[src/rtl/lp4_pkg.sv]
// lp4_pkg: shared types and constants for the LPDDR4 channel-A write-burst path.
//   state_e  : write transmitter FSM states
//   CA_RD    : CA code for a read command
//   CA_WR    : CA code for a write command
//   BL       : beats per burst (fixed, even)
//   PRE_CYC  : DQS preamble length in CK cycles
//   POST_CYC : DQS postamble length in CK cycles
package lp4_pkg;

    typedef enum logic [2:0] {
        ST_IDLE,
        ST_CMD,
        ST_WAIT,
        ST_PRE,
        ST_DATA,
        ST_POST
    } state_e;

    localparam logic [5:0] CA_RD    = 6'd2;
    localparam logic [5:0] CA_WR    = 6'd4;
    localparam int         BL       = 16;
    localparam int         PRE_CYC  = 2;
    localparam int         POST_CYC = 1;

endpackage

[src/rtl/lp4_wr_hold.sv]
// lp4_wr_hold: one-entry valid/ready holding buffer for a write burst.
//   CK, RESET_N : clock (rising edge) and asynchronous active-high reset
//   in_valid    : burst offered
//   in_ready    : buffer empty, burst will be taken this cycle
//   in_data     : BL*DQ_W burst data
//   in_mask     : BL*2 byte mask
//   load        : consumer takes the held burst this cycle
//   full        : buffer holds a burst
//   out_data    : held burst data
//   out_mask    : held burst mask
module lp4_wr_hold
    import lp4_pkg::*;
#(
    parameter int DQ_W = 16
) (
    input  logic                CK,
    input  logic                RESET_N,
    input  logic                in_valid,
    output logic                in_ready,
    input  logic [BL*DQ_W-1:0]  in_data,
    input  logic [BL*2-1:0]     in_mask,
    input  logic                load,
    output logic                full,
    output logic [BL*DQ_W-1:0]  out_data,
    output logic [BL*2-1:0]     out_mask
);

    logic                full_d, full_q;
    logic                accept;
    logic [BL*DQ_W-1:0]  data_d, data_q;
    logic [BL*2-1:0]     mask_d, mask_q;

    // An accept in the same cycle as a load keeps the buffer full with the
    // newly accepted burst.
    always_comb begin
        accept = in_valid && !full_q;
        full_d = accept || (full_q && !load);
        data_d = accept ? in_data : data_q;
        mask_d = accept ? in_mask : mask_q;
    end

    always_ff @(posedge CK or posedge RESET_N) begin
        if (RESET_N) begin
            full_q <= 1'b0;
        end else begin
            full_q <= full_d;
        end
    end

    // Payload needs no reset: it is only observed while full_q is set.
    always_ff @(posedge CK) begin
        data_q <= data_d;
        mask_q <= mask_d;
    end

    assign in_ready = !full_q;
    assign full     = full_q;
    assign out_data = data_q;
    assign out_mask = mask_q;

endmodule

[src/rtl/lp4_wr_burst_tx.sv]
// lp4_wr_burst_tx: controller-side LPDDR4 channel-A write-burst transmitter.
// Takes one BL-beat burst per wr_valid/wr_ready handshake, issues the write
// command, and WL cycles later drives DQS preamble, 8 cycles of DDR data
// (rise/fall pairs) and a 1-cycle postamble. RESET_N is active-high despite
// its name.
//   CK, RESET_N       : clock (rising edge), asynchronous active-high reset
//   wr_valid/wr_ready : burst request handshake (wr_ready = hold empty)
//   wr_data, wr_mask  : burst payload, beat k at [DQ_W*k +: DQ_W] / [2k +: 2]
//   cs, ca            : command bus
//   dq_r/dq_f, dmi_r/dmi_f, dq_oe       : rise/fall data, mask, enable
//   dqs_t_r/dqs_t_f, dqs_oe             : DQS_T level per phase, enable
//   busy              : FSM not idle
//   done              : one-cycle pulse in the postamble cycle
module lp4_wr_burst_tx
    import lp4_pkg::*;
#(
    parameter int WL   = 6,
    parameter int DQ_W = 16
) (
    input  logic                CK,
    input  logic                RESET_N,
    input  logic                wr_valid,
    output logic                wr_ready,
    input  logic [BL*DQ_W-1:0]  wr_data,
    input  logic [BL*2-1:0]     wr_mask,
    output logic                cs,
    output logic [5:0]          ca,
    output logic [DQ_W-1:0]     dq_r,
    output logic [DQ_W-1:0]     dq_f,
    output logic [1:0]          dmi_r,
    output logic [1:0]          dmi_f,
    output logic                dq_oe,
    output logic [1:0]          dqs_t_r,
    output logic [1:0]          dqs_t_f,
    output logic                dqs_oe,
    output logic                busy,
    output logic                done
);

    // WAIT runs WL-1 cycles counting WL-2 down to 0.
    localparam logic [5:0] WAIT_INIT = 6'(WL - 2);

    state_e              state_d, state_q;
    logic [5:0]          wait_cnt_d, wait_cnt_q;
    logic [2:0]          beat_d, beat_q;
    logic                pre_d, pre_q;
    logic                load;
    logic                hold_full;
    logic [BL*DQ_W-1:0]  hold_data, active_data_d, active_data_q, data_sh;
    logic [BL*2-1:0]     hold_mask, active_mask_d, active_mask_q, mask_sh;

    logic                cs_d, cs_q, dq_oe_d, dq_oe_q, dqs_oe_d, dqs_oe_q;
    logic                busy_d, busy_q, done_d, done_q;
    logic [5:0]          ca_d, ca_q;
    logic [DQ_W-1:0]     dq_r_d, dq_r_q, dq_f_d, dq_f_q;
    logic [1:0]          dmi_r_d, dmi_r_q, dmi_f_d, dmi_f_q;
    logic [1:0]          dqs_t_r_d, dqs_t_r_q, dqs_t_f_d, dqs_t_f_q;

    lp4_wr_hold #(.DQ_W(DQ_W)) u_hold (
        .CK       (CK),
        .RESET_N  (RESET_N),
        .in_valid (wr_valid),
        .in_ready (wr_ready),
        .in_data  (wr_data),
        .in_mask  (wr_mask),
        .load     (load),
        .full     (hold_full),
        .out_data (hold_data),
        .out_mask (hold_mask)
    );

    // Next-state logic. The beat counter increments through DATA so it wraps
    // 7->0 exactly on the DATA->POST exit.
    always_comb begin
        state_d    = state_q;
        wait_cnt_d = wait_cnt_q;
        beat_d     = beat_q;
        pre_d      = pre_q;
        load       = 1'b0;
        case (state_q)
            ST_IDLE: begin
                if (hold_full) begin
                    load    = 1'b1;
                    state_d = ST_CMD;
                end
            end
            ST_CMD: begin
                wait_cnt_d = WAIT_INIT;
                state_d    = ST_WAIT;
            end
            ST_WAIT: begin
                if (wait_cnt_q == 6'd0) begin
                    pre_d   = 1'b0;
                    state_d = ST_PRE;
                end else begin
                    wait_cnt_d = wait_cnt_q - 6'd1;
                end
            end
            ST_PRE: begin
                if (pre_q == 1'(PRE_CYC - 1)) begin
                    beat_d  = 3'd0;
                    state_d = ST_DATA;
                end else begin
                    pre_d = 1'b1;
                end
            end
            ST_DATA: begin
                beat_d = beat_q + 3'd1;
                if (beat_q == 3'(BL / 2 - 1)) begin
                    state_d = ST_POST;
                end
            end
            ST_POST: begin
                // A waiting burst goes straight to CMD with no idle gap.
                if (hold_full) begin
                    load    = 1'b1;
                    state_d = ST_CMD;
                end else begin
                    state_d = ST_IDLE;
                end
            end
            default: state_d = ST_IDLE;
        endcase

        active_data_d = load ? hold_data : active_data_q;
        active_mask_d = load ? hold_mask : active_mask_q;
    end

    // Output decode from the next state so every pad output is a flop.
    always_comb begin
        data_sh   = active_data_q >> (2 * DQ_W * int'(beat_d));
        mask_sh   = active_mask_q >> (4 * int'(beat_d));
        cs_d      = (state_d == ST_CMD);
        ca_d      = cs_d ? CA_WR : 6'd0;
        dq_oe_d   = (state_d == ST_DATA);
        dqs_oe_d  = (state_d == ST_PRE) || (state_d == ST_DATA) || (state_d == ST_POST);
        dqs_t_r_d = (dq_oe_d || (state_d == ST_PRE && pre_d)) ? 2'b11 : 2'b00;
        dqs_t_f_d = 2'b00;
        dq_r_d    = dq_oe_d ? data_sh[DQ_W-1:0] : '0;
        dq_f_d    = dq_oe_d ? data_sh[2*DQ_W-1:DQ_W] : '0;
        dmi_r_d   = dq_oe_d ? mask_sh[1:0] : 2'b00;
        dmi_f_d   = dq_oe_d ? mask_sh[3:2] : 2'b00;
        busy_d    = (state_d != ST_IDLE);
        done_d    = (state_d == ST_POST);
    end

    always_ff @(posedge CK or posedge RESET_N) begin
        if (RESET_N) begin
            state_q    <= ST_IDLE;
            wait_cnt_q <= 6'd0;
            beat_q     <= 3'd0;
            pre_q      <= 1'b0;
            cs_q       <= 1'b0;
            ca_q       <= 6'd0;
            dq_r_q     <= '0;
            dq_f_q     <= '0;
            dmi_r_q    <= 2'b00;
            dmi_f_q    <= 2'b00;
            dq_oe_q    <= 1'b0;
            dqs_t_r_q  <= 2'b00;
            dqs_t_f_q  <= 2'b00;
            dqs_oe_q   <= 1'b0;
            busy_q     <= 1'b0;
            done_q     <= 1'b0;
        end else begin
            state_q    <= state_d;
            wait_cnt_q <= wait_cnt_d;
            beat_q     <= beat_d;
            pre_q      <= pre_d;
            cs_q       <= cs_d;
            ca_q       <= ca_d;
            dq_r_q     <= dq_r_d;
            dq_f_q     <= dq_f_d;
            dmi_r_q    <= dmi_r_d;
            dmi_f_q    <= dmi_f_d;
            dq_oe_q    <= dq_oe_d;
            dqs_t_r_q  <= dqs_t_r_d;
            dqs_t_f_q  <= dqs_t_f_d;
            dqs_oe_q   <= dqs_oe_d;
            busy_q     <= busy_d;
            done_q     <= done_d;
        end
    end

    always_ff @(posedge CK) begin
        active_data_q <= active_data_d;
        active_mask_q <= active_mask_d;
    end

    assign cs      = cs_q;
    assign ca      = ca_q;
    assign dq_r    = dq_r_q;
    assign dq_f    = dq_f_q;
    assign dmi_r   = dmi_r_q;
    assign dmi_f   = dmi_f_q;
    assign dq_oe   = dq_oe_q;
    assign dqs_t_r = dqs_t_r_q;
    assign dqs_t_f = dqs_t_f_q;
    assign dqs_oe  = dqs_oe_q;
    assign busy    = busy_q;
    assign done    = done_q;

endmodule

[config.mk]
export PLATFORM = sky130hd
export DESIGN_NAME = lp4_wr_burst_tx
export DESIGN_NICKNAME = d
export VERILOG_FILES = /design/src/rtl/lp4_pkg.sv /design/src/rtl/lp4_wr_hold.sv /design/src/rtl/lp4_wr_burst_tx.sv
export SDC_FILE = /design/constraint.sdc
export NUM_CORES = 1
export LEC_CHECK = 0
export BUFFER_PORTS_ARGS = -buffer_cell sky130_fd_sc_hd__buf_2
export CORE_ASPECT_RATIO = 0.7
export CORE_MARGIN = 1.5
export CORE_UTILIZATION = 35
export DETAILED_ROUTE_END_ITERATION = 16
export GPL_TIMING_DRIVEN = 0
export PLACE_DENSITY_LB_ADDON = 0.08
export SLEW_MARGIN = 40
export SYNTH_ARGS = -nofsm -noshare
export SYNTH_HDL_FRONTEND = slang
export SYNTH_SLANG_ARGS = --single-unit
export TNS_END_PERCENT = 30
[constraint.sdc]
create_clock -name CK -period 23.1 [get_ports CK]
set_clock_uncertainty 0.1 [all_clocks]
set_input_delay 1.155 -clock CK [delete_from_list [all_inputs] [get_ports CK]]
set_output_delay 1.155 -clock CK [all_outputs]
set_load 0.02 [all_outputs]
# Word level (Yosys, flattened, before mapping)
# Index checks and enable logic that the tools add are counted.
# Widths: inputs -> output; s select.
dict set report classes {
  n_addsub 2
  n_eq_ne 11
  shifts 2
  n_mux 20
  n_reduce_logical 15
}
# op n
set ops {}
lappend ops {{$shr 256x8->32} 1}
lappend ops {{$mux 16} 2}
lappend ops {{$shr 32x5->4} 1}
lappend ops {{$mux 3} 6}
lappend ops {{$pmux 3 s6} 1}
lappend ops {{$eq 3x3->1 const B} 5}
lappend ops {{$pmux 6 s2} 1}
lappend ops {{$eq 3x2->1 const B} 3}
lappend ops {{$eq 3x1->1 const B} 2}
lappend ops {{$logic_not 6->1} 1}
lappend ops {{$mux 2} 3}
lappend ops {{$mux 6} 1}
lappend ops {{$pmux 3 s2} 1}
lappend ops {{$sub 6x1->6 const B} 1}
lappend ops {{$logic_or 1x1->1} 4}
lappend ops {{$mux 1} 4}
lappend ops {{$add 3x1->3 const B} 1}
lappend ops {{$logic_and 1x1->1} 3}
lappend ops {{$logic_not 3->1} 1}
lappend ops {{$reduce_bool 3->1} 1}
lappend ops {{$logic_not 1->1} 2}
lappend ops {{$ne 2x2->1 const B} 1}
lappend ops {{$pmux 1 s2} 1}
lappend ops {{$reduce_and 2->1} 1}
lappend ops {{2 further kinds} 2}
dict set report totals {
  register_bits 636
  input_bits 291
  out_inout_bits 52
  wordCells 70
}

# Longest topological paths before layout
dict set report depth {
  ltp_word 7
  mapped_depth 9
  ltp_nobuf 7
}

# By module
# Synthesis repeated with hierarchy kept, for this count alone.
dict set report unflattened {
  cells_unflattened 1293
  area_unflattened_um2 22964.5
}
# module instances cells_per_inst area_each_um2 seq_area_each_um2
set by_module_without_submodules {}
lappend by_module_without_submodules {lp4_wr_burst_tx 1 1000 14267.4 10024.6}
lappend by_module_without_submodules {lp4_wr_hold 1 293 8697.1 8673.3}

# Worst setup path before layout
# No wires, ideal clock.
dict set report synth_path {
  kind {register to register}
  from {reg state_q[1]}
  to {reg active_data_q[0] (enable)}
  setup_time_ps 1290
  arrival_ps 20161
  t_required_ps 21710
  setup_slack_ps 1549
  path_stages_with_launch 4
  n_path_buf 2
  period_less_slack_ps 21551
  path_cell_list {dfrtp_1 buf_2 buf_1 nor3_1}
}
dict set report synth_via {
  elab_chain_len 3
  word_cells_on_any_way 4
  cone_classes {eq/ne: 1; mux: 1; reduce/logical: 2}
}
# element line
set synth_lines {}
lappend synth_lines {{start: declaration} lp4_wr_burst_tx.sv:43} ;# state_e state_d, state_q;
lappend synth_lines {{start signal: assignment} lp4_wr_burst_tx.sv:166} ;# state_q <= state_d;
lappend synth_lines {{$eq 3x3->1 or $logic_not 3->1 (tied branches)} lp4_wr_burst_tx.sv:80} ;# case (state_q)
lappend synth_lines {{$reduce_or 2->1 (no line) *} -}
lappend synth_lines {{$mux 1 *} -}
lappend synth_lines {{net load} lp4_wr_burst_tx.sv:47} ;# logic load;
lappend synth_lines {{end signal: assignment} lp4_wr_burst_tx.sv:186} ;# active_data_q <= active_data_d;
lappend synth_lines {{end: declaration} lp4_wr_burst_tx.sv:49} ;# logic [BL*DQ_W-1:0] hold_data, active_data_d, active_data_q, data_sh;
# The timed path passes the listed nets; every way through them passes the cells marked *.
# A chain may end at the register's enable or synchronous reset.

# Worst setup path in the final report
dict set report layout_path {
  from {reg state_q[1]}
  to {reg active_data_q[212] (enable)}
}
# The elaborated chain is that of the path after synthesis.

==> impl_metrics.ini <==
[clock_network]
postCtsSetupBuffers = 0
htreeDepth = 3
cts_tree = done
clk_latency_ns = 0.58
root_buffer = clkbuf_16
clk_pin_slew_ns = 0.06
clock-sinks = 632
clock_path_buffers = 3
postCtsResizedCells = 0
hold_buffers = 0
numCtsBuffers = 66

[status]
outcome = finished, final reports clean

[place]
dp.cells = 2439
place_area_um2 = 25800
dpl.hpwl_um = 39600
place.gp.congestion = 0.743
port_buffers = 335

[floorplan]
core-area_um2 = 63100
start_util_pct = 35.4
core.rowCount = 77
die_width_um = 305
die_area_um2 = 65400
die_h_um = 214
boundaryPins = 343

[worst_hold_path]
whs_path_depth = 0
hp-class = reg2reg
holdCritStartpoint = u_hold.out_mask[9]
min_to = active_mask_q[9]

[power_and_ir_drop]
leakagePower_nw = 10.1
power_density_nw_per_um2 = 131
ir_worst_vdd_mv = 0.0587
finalPower_mw = 3.66

[timing]
hold_violations = 0
fmax_ghz = 0.270
finalSetupViolCount = 0
fin_crit_sh_pct = 16.1
slew_violations = 0
relSlewSlack_pct = 48.7
rsz0062_at_grt = no
worst_pin_slew_ns = 0.766
layout_min_cycle_time_ns = 3.71

[critical_path]
arrival_ns = 3.90
critPathMaxStageDelay_ns = 0.60
critical-path-top-delay-family = buffers and inverters
cp.required_ns = 23.29
critPathMostFrequentCell = buf_4
crit_path_start = state_q[1]
endpoint_kind = flop
critPathKind = reg2reg
worst_setup_path_start_kind = flop
regToRegSetupSlack_ns = 19.39
path_cells = buf_2 -> buf_1 -> nor3_2 -> buf_4 -> buf_4 -> buf_2 -> buf_6 -> buf_4 -> buf_4 -> buf_2 -> buf_2 -> buf_4
path_buf_inv = 11
r2r_cells = 12
r2r-end = active_data_q[212]
crit_fanout = 10
crit_slowest_cell = nor3_2
timing.rr.start = state_q[1]

[yosys]
ys_warn_count = 0
yosysUniqueCellTypes = 53
avgSynthCellArea_um2 = 18.6
syn_inst = 1205
synthesis.area_um2 = 22400
ys_ff_latch = 632
synth_ff_type = edfxtp_1
synth_edf_count = 576
seq_area_frac_synth_pct = 83.6
async_flop_share_pct = 8.86

[layout]
layout-drive-gt1-share_pct = 31.6
syn_to_final_growth_pct = 24.4
layout_commonest_cell = edfxtp_1
final_cell_mix = 576 x edfxtp_1, 373 x buf_2, 116 x o21ai_0
final_cells = 2559
stdcell_area_um2 = 27800
fin_nets = 1972

[global_routing]
grt_pass1_vias = 12600
antenna_found_initial = 14
grt_overflow = 0
grt_max_degree = 43
grt_usage_pct = 17.4
grt_pass1_wl_um = 82600

[flow_run]
drv_cap = 0

[route]
wl_per_cell_um = 22.2
detail_route.iter0.violations = 850
vias = 12300
wirelength_um = 56800
drc_errors = 0
first_pass_iters = 8
vias_per_cell = 4.80
ant_nets = 0
-- logic make-up (layout without fill, tap and decap cells) --
kind of cell,Yosys count,after routing,synth area share (%)
compound gates,284,284,8.51
xor+xnor,2,2,0.0784
fa+ha+maj,3,3,0.168
buf+inv,82,597,2.00
flops,632,632,83.6
mux,38,38,1.71
other cells,1,11,0.0168
simple gates,163,163,3.90
-- per-layer routing --
layer | global-route usage, % | routed length [µm] | vias up
li1 | - | - | 5701
met1 | 24.0 | 25700 | 6138
met2 | 27.6 | 26500 | 334
met3 | 4.55 | 3530 | 87
met4 | 4.27 | 1030 | 12
met5 | 0 | 72 | -
-- worst max path at each step --
stage,slack [ns],end,depth (start not counted)
after detailed placement,19.33,active_data_q[148],12
after CTS,19.30,active_data_q[212],12
after floorplan,1.55,active_data_q[0],3
final,19.39,active_data_q[212],12
after global routing,19.03,active_data_q[212],12
after global placement,-9.16,active_data_q[211],3
-- cell usage after synthesis (all sizes together) (6+ instances only) --
library cell  count  area (µm²)
a21oi             6        30.0
nand2            12        45.0
a21o            108         811
o21ai           119         611
mux2i            37         370
edfxtp          576       17300
dfrtp            56        1400
clkbuf           28         106
nor2             13        65.1
buf              50         325
o2111ai          36         315
nand3           112         561
-- area by class of cell --
cell class / instances / area, µm²
diodes: 4 / 10.0
well taps: 829 / 1040
flip-flops and latches: 632 / 18700
multi-input cells: 497 / 3250
clock buffers: 92 / 1810
repair buffers: 399 / 2390
inverters: 4 / 20.0
fillers: 5625 / 35300
plain buffers: 78 / 433
clock inverters: 24 / 161
-- where the power goes --
| group | internal [mW] | switching, mW |
|---|---|---|
| Sequential | 1.67 | 0.0859 |
| Clock | 0.561 | 0.428 |
| Combinational | 0.289 | 0.624 |
-- worst reg2reg max path, stage by stage (launching register included) --
cell and delay (ns):
dfrtp_1 0.42, buf_2 0.19, buf_1 0.24, nor3_2 0.60, buf_4 0.30, buf_4 0.20, buf_2 0.22, buf_6 0.16
buf_4 0.15, buf_4 0.18, buf_2 0.22, buf_2 0.24, buf_4 0.20
-- registers in the layout (all words and copies together) (netlist names), 2 cells and up --
register	cells
dq_f	16
active_data_q	256
beat_q	3
u_hold.out_data	256
dmi_f	2
u_hold.out_mask	32
state_q	3
dmi_r	2
dq_r	16
active_mask_q	32
wait_cnt_q	6
-- through the flow --
| step | setup TNS, ns | hold WS (ns) | worst slack [ns] | utilization, % |
|---|---|---|---|---|
| 2_1_floorplan | 0 | 0.300 | 1.55 | - |
| 4_1_cts | 0 | 0.310 | 19.30 | 44.1 |
| 5_1_grt | 0 | 0.317 | 19.03 | 44.1 |
| 3_3_place_gp | -2624.38 | 0.301 | -9.16 | 39.8 |
| 3_5_place_dp | 0 | 0.305 | 19.33 | 40.9 |
| 6_report | 0 | 0.313 | 19.39 | 44.1 |
Note: power is estimated with default switching activity, not from simulation.
